`src/rtl/sync_fifo_param.sv`:
```
// Parametrised single-clock FIFO with exact occupancy count, registered status flags,
// sticky overflow/underflow error flags and synchronous flush.
module sync_fifo_param #(
   parameter int WIDTH     = 8,
   parameter int DEPTH     = 8,
   parameter int AF_THRESH = 6,
   parameter int AE_THRESH = 1
) (
   input  logic                       clk,
   input  logic                       rst_n,
   input  logic                       flush,
   input  logic                       wr_en,
   input  logic [WIDTH-1:0]           data_in,
   input  logic                       rd_en,
   output logic [WIDTH-1:0]           data_out,
   output logic                       rd_valid,
   output logic [$clog2(DEPTH):0]     count,
   output logic                       full,
   output logic                       empty,
   output logic                       almost_full,
   output logic                       almost_empty,
   output logic                       overflow,
   output logic                       underflow,
   input  logic                       clr_err
);

   localparam int AW = $clog2(DEPTH);
   localparam int CW = AW + 1;

   logic [WIDTH-1:0] mem [DEPTH];
   logic [AW-1:0]    wr_ptr;
   logic [AW-1:0]    rd_ptr;
   logic             wr_acc;
   logic             rd_acc;
   logic             wr_rej;
   logic             rd_rej;
   logic [CW-1:0]    count_nxt;

   // Acceptance uses the registered full/empty from before the edge; flush masks everything.
   always_comb begin
      wr_acc = wr_en && !full  && !flush;
      rd_acc = rd_en && !empty && !flush;
      wr_rej = wr_en &&  full  && !flush;
      rd_rej = rd_en &&  empty && !flush;
   end

   always_comb begin
      count_nxt = count;
      if (flush)
         count_nxt = '0;
      else if (wr_acc && !rd_acc)
         count_nxt = count + CW'(1);
      else if (rd_acc && !wr_acc)
         count_nxt = count - CW'(1);
   end

   always_ff @(posedge clk) begin
      if (wr_acc)
         mem[wr_ptr] <= data_in;
   end

   always_ff @(posedge clk or negedge rst_n) begin
      if (!rst_n) begin
         wr_ptr       <= '0;
         rd_ptr       <= '0;
         count        <= '0;
         full         <= 1'b0;
         empty        <= 1'b1;
         almost_full  <= 1'b0;
         almost_empty <= 1'b1;
         data_out     <= '0;
         rd_valid     <= 1'b0;
         overflow     <= 1'b0;
         underflow    <= 1'b0;
      end else begin
         if (flush) begin
            wr_ptr <= '0;
            rd_ptr <= '0;
         end else begin
            if (wr_acc)
               wr_ptr <= wr_ptr + AW'(1);
            if (rd_acc) begin
               rd_ptr   <= rd_ptr + AW'(1);
               data_out <= mem[rd_ptr];
            end
         end
         rd_valid     <= rd_acc;
         count        <= count_nxt;
         full         <= (count_nxt == CW'(DEPTH));
         empty        <= (count_nxt == '0);
         almost_full  <= (count_nxt >= CW'(AF_THRESH));
         almost_empty <= (count_nxt <= CW'(AE_THRESH));
         // A new rejection in the same cycle as clr_err keeps the flag set.
         if (wr_rej)
            overflow <= 1'b1;
         else if (clr_err)
            overflow <= 1'b0;
         if (rd_rej)
            underflow <= 1'b1;
         else if (clr_err)
            underflow <= 1'b0;
      end
   end

endmodule

```
`config.mk`:
```
export PLATFORM = sky130hd
export DESIGN_NAME = sync_fifo_param
export DESIGN_NICKNAME = d
export VERILOG_FILES = /design/src/rtl/sync_fifo_param.sv
export SDC_FILE = /design/constraint.sdc
export NUM_CORES = 1
export LEC_CHECK = 0
export CAP_MARGIN = 20
export CORE_UTILIZATION = 61
export DETAILED_ROUTE_END_ITERATION = 12
export PLACE_DENSITY_LB_ADDON = 0.08
export SYNTH_ARGS = -nofsm -noshare
export SYNTH_HDL_FRONTEND = slang
export SYNTH_SLANG_ARGS = --single-unit
export TNS_END_PERCENT = 20
```
`constraint.sdc`:
```
create_clock -name clk -period 5.7 [get_ports clk]
set_input_delay 0.855 -clock clk [delete_from_list [all_inputs] [get_ports clk]]
set_output_delay 0.855 -clock clk [all_outputs]
set_load 0.005 [all_outputs]
```
## Yosys cells after proc, flatten, opt, wreduce, memory -nomap -nowiden

Memories as Yosys holds them, arrays and structs flattened. A register that Yosys moved wholly into a read port is not among the register bits.
Index checks and enable logic that the tools add are counted.

- ROM bits: 0
- Word-level logic and storage cells: 53
- Memories kept: 1
- Output and inout port bits: 19
- Bits in writable memories: 64
- Bits in latches: 0
- Register bits: 17

Memory list:

| memory | words | width | read ports | clocked after Yosys merged registers in | write ports | line | source |
|---|---|---|---|---|---|---|---|
| mem | 8 | 8 | 1 | 1 | 1 | 30 | `logic [WIDTH-1:0] mem [DEPTH];` |

- Multiply operators: 0
- Order comparisons: 2
- Shift-type cells: 0
- Bitwise logic cells: 1
- Equal/unequal tests: 1
- Mux-type cells: 12
- Divide/modulo/power cells: 0
- $add $sub $neg: 4
- Reduce and logical (&&, ||, !) cells: 22

Operators by type and width:

| operator | count |
|---|---|
| 3-bit two-way mux | 4 |
| 4-bit two-way mux | 3 |
| 1-bit logical AND | 10 |
| 2-bit nonzero test | 4 |
| 3-bit by 1-bit adder with 3-bit output (second input constant) | 2 |
| 1-bit zero test | 6 |
| 1-bit two-way mux | 5 |
| 4-bit by 1-bit adder with 4-bit output (second input constant) | 1 |
| 4-bit equality test (second input constant) | 1 |
| 4-bit by 3-bit greater-or-equal comparator with 1-bit output (second input constant) | 1 |
| 4-bit by 1-bit less-or-equal comparator with 1-bit output (second input constant) | 1 |
| 4-bit zero test | 1 |
| 4-bit by 1-bit subtractor with 4-bit output (second input constant) | 1 |
| 2-bit AND reduction | 1 |
| 1-bit inverter | 1 |

## Longest topological paths before layout

- Depth in word-level cells: 9
- Depth in mapped cells: 6
- Depth with buffers taken out: 6

## Least setup slack after synthesis

OpenSTA, ideal clock, no wires.

- Path type: input-to-reg
- Start: in flush
- End: mem mem[0][0] (enable)
- Arrival: 1.994 ns
- Setup time: 0.383 ns
- Cell stages on the path: 3
- Path buffers: 1
- Slack: 3.323 ns
- Cell sequence: buf_6 -> or3_1 -> nor3_1

- Word-level cells in the longest chain between the ends: 4

RTL lines:

| element | line | source |
|---|---|---|
| start, declared | 11 | `input logic flush,` |
| 1-bit zero test | 41 | `wr_acc = wr_en && !full && !flush;` |
| 1-bit logical AND | 41 |  |
| 1-bit two-way mux | 58 | `if (wr_acc)` |
| 1-bit two-way mux (not written as such) | 59 | `mem[wr_ptr] <= data_in;` |
| end, declared | 30 |  |

Every way passes these cells.

## Worst setup path in the final report

- Start: in flush
- End: mem mem[4][6] (enable)

The elaborated chain is that of the path after synthesis.

==> impl_results.md <==
- CP bufs+invs: 1
- Total Die Area: 0.00617 mm²
- Post-detailed-route wirelength per cell: 19.1 µm
- CTS clock-pin slew for the worst setup and hold paths: 0.09 ns
- Kind of capture point of the worst setup path: register
- Post-cts sizing count: 0
- I/O pin total: 33
- Net total in the final layout: 266
- Final setup violation count: 0
- Drt first pass iters: 4
- Overall die width: 78.5 µm
- Number of global-route vias before repair: 1953
- DP Wirelength: 4.05 mm
- Slowest cell delay on critical path: 0.71 ns
- Seq/Total Area, Yosys: 71.4%
- Total of buffers placed on input and output ports: 32
- Slew @ Worst Pin: 0.935 ns
- Fin worst setup slack: about 2.9 ns
- Required time of the worst setup path: 5.68 ns
- Yosys reg bits: a little under 90
- Count of synthesis-stage warnings from yosys: 0
- Gpl congestion: about 0.8
- Area fraction of the dominant cell type after synthesis: 53.8%
- Area Growth Syn to Fin: 18.4%
- Number of vias per cell: 5.75
- Grt ovf: 0
- Crit Path Category: in -> reg
- Type of the tightest min-delay check: reg -> reg
- Synthesized instance count: 210
- Wire length of the first global-routing pass: 9.51 mm
- Pre-CTS setup slack: 2.29 ns
- Number of buffers created by CTS: 9
- Power density normalized to cell area: 393 mW/mm²
- Critical-path maximum fanout: 17
- Unrepaired setup endpoints after global routing: false
- Cell accounting for the most synthesized area: sky130_fd_sc_hd__edfxtp_1
- Count of final max-slew check failures: 0
- Vertical extent of the die: 78.5 µm
- Number of different library cells in the post-synthesis netlist: 35
- Cells taking the most area after synthesis: sky130_fd_sc_hd__edfxtp_1 (54%), sky130_fd_sc_hd__dfrtp_1 (16%), sky130_fd_sc_hd__mux4_2 (10%)
- Layout cell share with drive strength beyond 1: 18.2%
- Kind of launch point of the worst setup path: primary input
- Top Family by Delay on Critical Path: simple AND/OR/NAND/NOR gates
- CP Cell Sequence: clkdlybuf4s50_1 -> or3_1 -> nor2_1
- Cell leakage power: 1.46 nW
- Initial antenna violation count: 0
- Peak supply drop: 0.000222 V
- Area of the core: 0.00557 mm²
- Initial cell density of the core: between 60 and 70%
- Final min period: about 2.8 ns
- Routed Wire Length: 6.21 mm
- # placed instances: 304
- Slowest cell on crit path: sky130_fd_sc_hd__clkdlybuf4s50_1
- Final hold slack: 0.532 ns
- Post-CTS setup buffer count: 0
- Root cell of the clock tree: sky130_fd_sc_hd__clkbuf_8
- Rel. slew slack: 37.5%
- Average instance area after synthesis: 17.0 µm²
- Sink Count: 89
- Largest net degree at the start of global routing: 26
- Worst-skew pair later-pin latency: 0.35 ns
- Max_cap viols: 0
- DRC violation total after the first TritonRoute iteration: 102
- Data arrival time of the critical path: roughly 2.8 ns
- Quantity of hold-fixing buffers added after cts: 0
- Area of the mapped netlist: approximately 0.0036 mm²
- Fin Setup TNS: 0 ns
- Highest achievable clock rate: 355 MHz
- Tot GR Track Use: 22.0%
- Residual DRC: 0
- CTS tree: built
- Largest clock skew in the final design: 0.00912 ns
- Max Buffers Root-to-Sink: 2
- Non-filler instance count after layout: 325
- Site row count: 27
- Net count after synthesis: 228
- Total number of H-tree levels: 3
- Share of the clock period used by the worst path after layout: 49.5%
- Outcome: complete, no violations
- # diodes: 0
- Antenna Violating Nets Remaining: 0
- Final hold vios: 0
- Vias: 1869
## Yosys cell counts (all sizes together)
cell type and instances:
nand3 2, mux4 16, dfstp 2, a22oi 2
and3 1, nor2b 3, nor3 5, a21oi 11
xor2 2, mux2i 9, ha 4, xnor2 4
a31oi 1, nor4b 1, dfrtp 23, buf 7
nor2 24, clkbuf 3, inv 4, o22ai 2
mux2 1, nand2 10, or3 1, nand2b 5
nor4 1, a21o 1, edfxtp 64, or2 1
## per-layer routing
metal,global-route usage [%],vias to the layer above,share of wire [%]
met3,5.23,5,4.2
li1,-,868,-
met1,27.1,943,42
met2,36.9,53,53
met5,0,-,0
met4,10.2,0,0.68
## layout make-up
class | count | area (µm²)
clock buffers | 9 | 124
clock inverters | 7 | 118
fillers | 324 | 1340
inverters | 4 | 15.0
multi-input cells | 107 | 948
flip-flops and latches | 89 | 2550
well taps | 72 | 90.1
repair buffers | 37 | 387
## cells in the final DEF, fill, tap and decap left out, types with 2 or more instances in the layout
cell	Yosys	final
sky130_fd_sc_hd__dfrtp_1	23	23
sky130_fd_sc_hd__xnor2_1	4	4
sky130_fd_sc_hd__nor3_1	4	4
sky130_fd_sc_hd__edfxtp_1	64	64
sky130_fd_sc_hd__dfstp_2	2	2
sky130_fd_sc_hd__bufinv_16	0	3
sky130_fd_sc_hd__mux2i_1	8	8
sky130_fd_sc_hd__nand2_1	10	10
sky130_fd_sc_hd__mux4_2	16	16
sky130_fd_sc_hd__ha_1	4	4
sky130_fd_sc_hd__inv_1	4	4
sky130_fd_sc_hd__clkdlybuf4s50_1	0	32
sky130_fd_sc_hd__a21oi_1	11	11
sky130_fd_sc_hd__nor2_1	23	23
sky130_fd_sc_hd__clkinv_1	0	2
sky130_fd_sc_hd__clkbuf_8	0	9
sky130_fd_sc_hd__xor2_1	2	2
sky130_fd_sc_hd__nor2b_1	2	2
sky130_fd_sc_hd__o22ai_1	2	2
sky130_fd_sc_hd__nand2b_1	5	5
sky130_fd_sc_hd__nand3_1	2	2
## worst reg2reg max path, stage by stage, from the launching register on
cell                       delay [ns]
sky130_fd_sc_hd__dfrtp_1         0.41
sky130_fd_sc_hd__nand2b_1        0.24
sky130_fd_sc_hd__or3_1           0.41
sky130_fd_sc_hd__nor2_1          0.67
## cell families (layout without fill, tap and decap cells)
logic type               count (synthesis)  count (layout)  synth area share (%)
flip-flops                              89              89                  71.4
AND/OR/NAND/NOR                         54              54                  7.53
XOR/XNOR                                 6               6                  1.47
multiplexers                            26              26                  13.1
buffers and inverters                   14              57                  2.10
adder cells (fa/ha/maj)                  4               4                  1.40
AO/OA/AOI/OAI                           17              17                  3.01
## stage by stage
stage / util, % / total power, mW / instance area [µm²]
floorplan: - / 1.00 / 3570
global placement: 70.4 / 1.13 / 3920
detailed placement: 70.4 / 1.15 / 3920
CTS: 74.7 / 1.65 / 4170
global route: 75.9 / 1.73 / 4230
finish: 75.9 / 1.66 / 4230
## final timing paths
kind                                               from                      end  slack [ns]  cells past startpoint
worst max-delay path                              flush      mem[4][6]$_DFFE_PP_        2.88                      3
worst min-delay path            data_out[1]$_DFFE_PN0P_  data_out[1]$_DFFE_PN0P_        0.53                      2
worst max register to register           full$_DFF_PN0_      mem[4][6]$_DFFE_PP_        3.60                      3
worst min register to register  data_out[1]$_DFFE_PN0P_  data_out[1]$_DFFE_PN0P_        0.53                      2
max in group asynchronous                         rst_n   almost_empty$_DFF_PN1_        4.28                      2
min in group asynchronous                         rst_n    rd_ptr[2]$_DFFE_PN0P_        0.85                      1
## power breakdown
group          total [mW]  switching [mW]  internal (mW)
clock network       0.515           0.223          0.292
logic               0.342           0.141          0.201
registers           0.804          0.0462          0.757
total                1.66           0.410           1.25
## flip-flops by register name, indices dropped and copies added (netlist names)
register and count:
almost_empty 1, almost_full 1, count 4, data_out 8
empty 1, full 1, mem 64, overflow 1
rd_ptr 3, rd_valid 1, underflow 1, wr_ptr 3
Note: power is estimated with default switching activity, not from simulation.
==> edit 1: new RTL, config.mk and constraints unchanged <==
Set the parameter `DEPTH` to 4 (it was 8).
--- a/src/rtl/sync_fifo_param.sv
+++ b/src/rtl/sync_fifo_param.sv
@@ -2,7 +2,7 @@
 // sticky overflow/underflow error flags and synchronous flush.
 module sync_fifo_param #(
    parameter int WIDTH     = 8,
-   parameter int DEPTH     = 8,
+   parameter int DEPTH     = 4,
    parameter int AF_THRESH = 6,
    parameter int AE_THRESH = 1
 ) (
Interface: changed (resized count); port bits go from 33 to 32. No check against the original RTL was run, so the function may have changed too.
==> edit 1 against the unedited design <==
  * Die area decreased by 35%
  * Worst setup slack gained 0.51 ns
  * Count of clock-buffer cells in the layout decreased by 4
  * Sequential cell count shrank 35
  * Wire length down 33%
  * Total power down 38%
  * Cell area fell by 36%
  * Synthesized area is 36% lower
  * Sequential share of layout area fell by 4.6 points
  * Sequential power down 35%
  * Largest power group unchanged
  * Highest routed layer unchanged
==> edit 1: results (changes against the unedited design) <==
status finished clean (unchanged); number of DRC markers in iteration 0 85 (was 102); GPL Wtd Cong 0.7827 (was 0.7822); GR Util All Layers 24.52% (was 21.99%); via count 1299 (was 1869); Crit-path slowest cell clkdlybuf4s50_1 (unchanged); Setup Fix Bufs, Post-CTS 0 (unchanged); Worst Path Max Fanout 11 (was 17); CP peak stage delay 0.64 ns (was 0.71 ns); H-tree depth 2 (was 3); layout cell share with drive strength beyond 1 19.65% (was 18.18%); largest net degree at the start of global routing 23 (was 26); top flop regs mem: 32 flops, data_out: 8 flops, count: 3 flops (was mem: 64 flops, data_out: 8 flops, count: 4 flops); Routed Wire Length 4.157 mm (was 6.205 mm); dpl ws 3.074 ns (was 2.293 ns); post-CTS resize count 0 (unchanged); antenna violations before repair 0 (unchanged); Seq/Total Area, Yosys 66.45% (was 71.36%); detailed placement HPWL 2.946 mm (was 4.046 mm); top post-synthesis cells by count 32 x edfxtp_1, 20 x dfrtp_1, 8 x mux2_2, 8 x mux4_2, 7 x inv_1 (was 64 x edfxtp_1, 23 x dfrtp_1, 23 x nor2_1); Hold Path Class reg2reg (unchanged); ANT cells 0 (unchanged); global-route wire length before repair 6.920 mm (was 9.508 mm); clock latency on the worst-skew pair 0.30 ns (was 0.35 ns); setup violators final 0 (unchanged); synthesized area per cell 16.51 um2 (was 17.02 um2); clk root buf clkbuf_8 (unchanged); TritonCTS Buffers 5 (was 9); placed cells 210 (was 304); yosys warns 0 (unchanged); Max VDD drop 0.0002259 V (was 0.0002220 V); static leakage 1.009 nW (was 1.461 nW); WP data arrival 2.28 ns (was 2.80 ns); most area-consuming cells after synthesis edfxtp_1 42%, dfrtp_1 22%, mux4_2 7.9% (was edfxtp_1 54%, dfrtp_1 16%, mux4_2 10%); final net count 192 (was 266); Synth Net Count 158 (was 228); share of async-settable or async-resettable flops after synthesis 40.74% (was 28.09%); Netlist cell types 33 (was 35); final setup skew 0.003573 ns (was 0.009122 ns); Remaining DRCs 0 (unchanged); relative slew slack 61.20% (was 37.47%); Vias/cell 5.932 (was 5.751); clk buf depth 2 (unchanged); Pre-Repair DR Iteration Count 4 (unchanged); Worst-path clk slew 0.09 ns (about the same); IO buf count 31 (was 32); Fillers 208 (was 324); EDFF count, synth 32 (was 64)
==> edit 1: cell count changes after synthesis, moves of 5 or more <==
cell      unedited run  this run
a21oi_1             11         6
and3_1               1         6
edfxtp_1            64        32
mux2_2               0         8
mux2i_1              8         0
mux4_2              16         8
nand2_1             10         4
nand2b_1             5         0
nor2_1              23         6
==> edit 1: report_power, final <==
part	internal (mW)	total [mW]	switching, mW
Clock	0.0844	0.202	0.117
Combinational	0.177	0.301	0.124
Sequential	0.478	0.522	0.0443
Total	0.740	1.03	0.285
==> edit 1: layer usage <==
layer | GRT usage [%] | up-vias | wire length [um]
li1 | - | 589 | -
met1 | 33.59 | 653 | 1662
met2 | 37.10 | 51 | 2179
met3 | 6.159 | 6 | 253
met4 | 11.63 | 0 | 61
met5 | 0 | - | 0
==> edit 1: worst max-delay path, delay by kind of cell <==
family	cells	cell delay, ns
buf+inv	2	0.96
simple gates	1	0.46
==> edit 1: final cells by class <==
class	count	area (um2)	area share, %
Inverter	7	26.28	0.9660
Tap cell	46	57.56	2.116
Sequential cell	54	1514	55.66
Clock buffer	5	68.82	2.530
Timing Repair Buffer	32	337.8	12.42
Clock inverter	3	16.27	0.5980
Multi-Input combinational cell	72	699.4	25.71
==> edit 1: worst paths after layout <==
check                      cells past startpoint  startpoint  slack (ns)           end
setup / recovery                               3       flush        3.39     mem[2][3]
min in group asynchronous                      1       rst_n        0.77   data_out[7]
setup reg to reg                               5    count[0]        3.90          full
max in group asynchronous                      2       rst_n        4.47  almost_empty
hold / removal                                 1    overflow        0.51      overflow
hold reg to reg                                1    overflow        0.51      overflow
==> edit 1: kinds of logic after synthesis <==
group	after synthesis	synth area share [%]
DFF	54	66.45
and+or+nand+nor	31	8.731
muxes	16	11.86
AOI/OAI and AO/OA	14	4.558
buffers and inverters	12	2.855
adders and majority gates	6	3.295
xor gates and xnor gates	5	2.252
==> edit 1: metrics by stage <==
step | util [%] | area [um2]
detailed placement | 75.18 | 2608
CTS | 77.63 | 2693
floorplan | - | 2278
global route | 78.43 | 2720
global placement | 75.18 | 2608
finish | 78.43 | 2720
==> edit 2: new RTL, same settings <==
Made on the original files. Register the output `underflow` once more; this adds one clock of latency there. The other outputs are not delayed to match.
--- a/src/rtl/sync_fifo_param.sv
+++ b/src/rtl/sync_fifo_param.sv
@@ -26,6 +26,8 @@
 
    localparam int AW = $clog2(DEPTH);
    localparam int CW = AW + 1;
+
+   logic underflow_s0;
 
    logic [WIDTH-1:0] mem [DEPTH];
    logic [AW-1:0]    wr_ptr;
@@ -71,7 +73,7 @@
          data_out     <= '0;
          rd_valid     <= 1'b0;
          overflow     <= 1'b0;
-         underflow    <= 1'b0;
+         underflow_s0 <= 1'b0;
       end else begin
          if (flush) begin
             wr_ptr <= '0;
@@ -96,10 +98,14 @@
          else if (clr_err)
             overflow <= 1'b0;
          if (rd_rej)
-            underflow <= 1'b1;
+            underflow_s0 <= 1'b1;
          else if (clr_err)
-            underflow <= 1'b0;
+            underflow_s0 <= 1'b0;
       end
+   end
+
+   always_ff @(posedge clk) begin
+      underflow <= underflow_s0;
    end
 
 endmodule
Check against the original RTL: not equivalent (Yosys sat finds a counterexample within 4 cycles, from zero or initial values and one cycle with rst_n low).
==> edit 2 against the unedited design <==
  * Sequential cell count rose by 1
  * Combinational power fell by 2%
  * Total power fell by 0.15%
  * Cell area rose by 0.33%
  * Clock power fell by 3%
  * Synthesized area rose by 0.56%
  * Utilization fell by 0.21 points
  * Critical path depth did not move
  * Worst setup slack got worse by 0.020 ns
  * Wire length rose by 3.3%
  * Critical path type unchanged
==> edit 2: results (changes against the unedited design) <==
Routed Wire Length 6.410 mm (was 6.205 mm); met3 usage 4.483% (was 5.233%); Netlist cell types 36 (was 35); XOR/XNOR Fraction of Synth Area 1.462% (was 1.471%); number of DRC markers in iteration 0 150 (was 102); final setup skew 0.006334 ns (was 0.009122 ns); static leakage 1.463 nW (was 1.461 nW); layout cell share with drive strength beyond 1 17.39% (was 18.18%); Synth Net Count 229 (was 228); Hold Path Class reg2reg (unchanged); vias in the first global route 2024 (was 1953); Yosys reg bits 90 (was 89); CP peak stage delay 0.73 ns (was 0.71 ns); detailed placement HPWL 4.266 mm (was 4.046 mm); relative slew slack 30.25% (was 37.47%); most area-consuming cells after synthesis edfxtp_1 53%, dfrtp_1 16%, mux4_2 10% (was edfxtp_1 54%, dfrtp_1 16%, mux4_2 10%); GPL Wtd Cong 0.7842 (was 0.7822); worst-margin pin slew 1.042 ns (was 0.9345 ns); Vias/cell 5.917 (was 5.751); Seq/Total Area, Yosys 71.52% (was 71.36%); Post-Synth Adder-Cell Area 1.393% (was 1.401%); mux cell area share after synthesis 13.06% (was 13.13%); global-route wire length before repair 10.29 mm (was 9.508 mm); post-CTS resize count 0 (unchanged); post-synthesis compound-gate area fraction 2.994% (was 3.011%); IO buf count 32 (unchanged); status finished clean (unchanged); GR met2 Demand/Resource 40.00% (was 36.87%); Crit-path slowest cell clkdlybuf4s50_1 (unchanged); share of async-settable or async-resettable flops after synthesis 27.78% (was 28.09%); final net count 266 (unchanged); Max VDD drop 0.0002497 V (was 0.0002220 V); top flop regs mem: 64 flops, data_out: 8 flops, count: 4 flops (unchanged); WP data arrival 2.82 ns (was 2.80 ns); GR Util All Layers 23.63% (was 21.99%); met1 Use GR 29.24% (was 27.10%)
[edit 2: where the power goes]
part / switching (mW) / total (mW) / internal (mW)
Combinational: 0.136 / 0.336 / 0.200
Sequential: 0.0564 / 0.823 / 0.766
Clock: 0.209 / 0.500 / 0.291
Total: 0.402 / 1.66 / 1.26
[edit 2: final timing paths]
kind	to	slack [ns]	start	cells past startpoint
setup / recovery	mem[4][2]	2.86	flush	3
min in group asynchronous	count[0]	0.83	rst_n	1
hold reg to reg	underflow	0.38	underflow_s0	0
max in group asynchronous	empty	4.34	rst_n	2
hold / removal	underflow	0.38	underflow_s0	0
setup reg to reg	mem[4][2]	3.58	full	3
[edit 2: cell type report]
| class | instances | area share, % |
|---|---|---|
| inverters | 4 | 0.3537 |
| well taps | 72 | 2.122 |
| clock buffers | 11 | 3.095 |
| multi-input cells | 107 | 22.34 |
| clock inverters | 5 | 2.417 |
| flip-flops and latches | 90 | 60.54 |
| repair buffers | 36 | 9.136 |
[edit 2: through the flow]
step | total power, mW | hold slack [ns] | setup slack, ns | cell area (um2) | instances
after CTS | 1.650 | 0.3896 | 2.624 | 4178 | 321
final | 1.659 | 0.3799 | 2.860 | 4245 | 325
after floorplan | 1.014 | 0.3472 | 3.323 | 3593 | 211
after global routing | 1.733 | 0.4135 | 2.794 | 4245 | 325
after detailed placement | 1.157 | 0.3712 | 2.250 | 3944 | 305
after global placement | 1.145 | 0.3637 | 2.467 | 3944 | 305
[edit 2: critical path: cells and delay by family]
family | cells | cell delay, ns
simple gates | 2 | 1.23
buf+inv | 1 | 0.73
[edit 2: per-layer routing]
layer	share of wire [%]	wire length [um]
met1	40	2556
met2	52	3345
met3	5.4	348
met4	2.5	160
met5	0	0
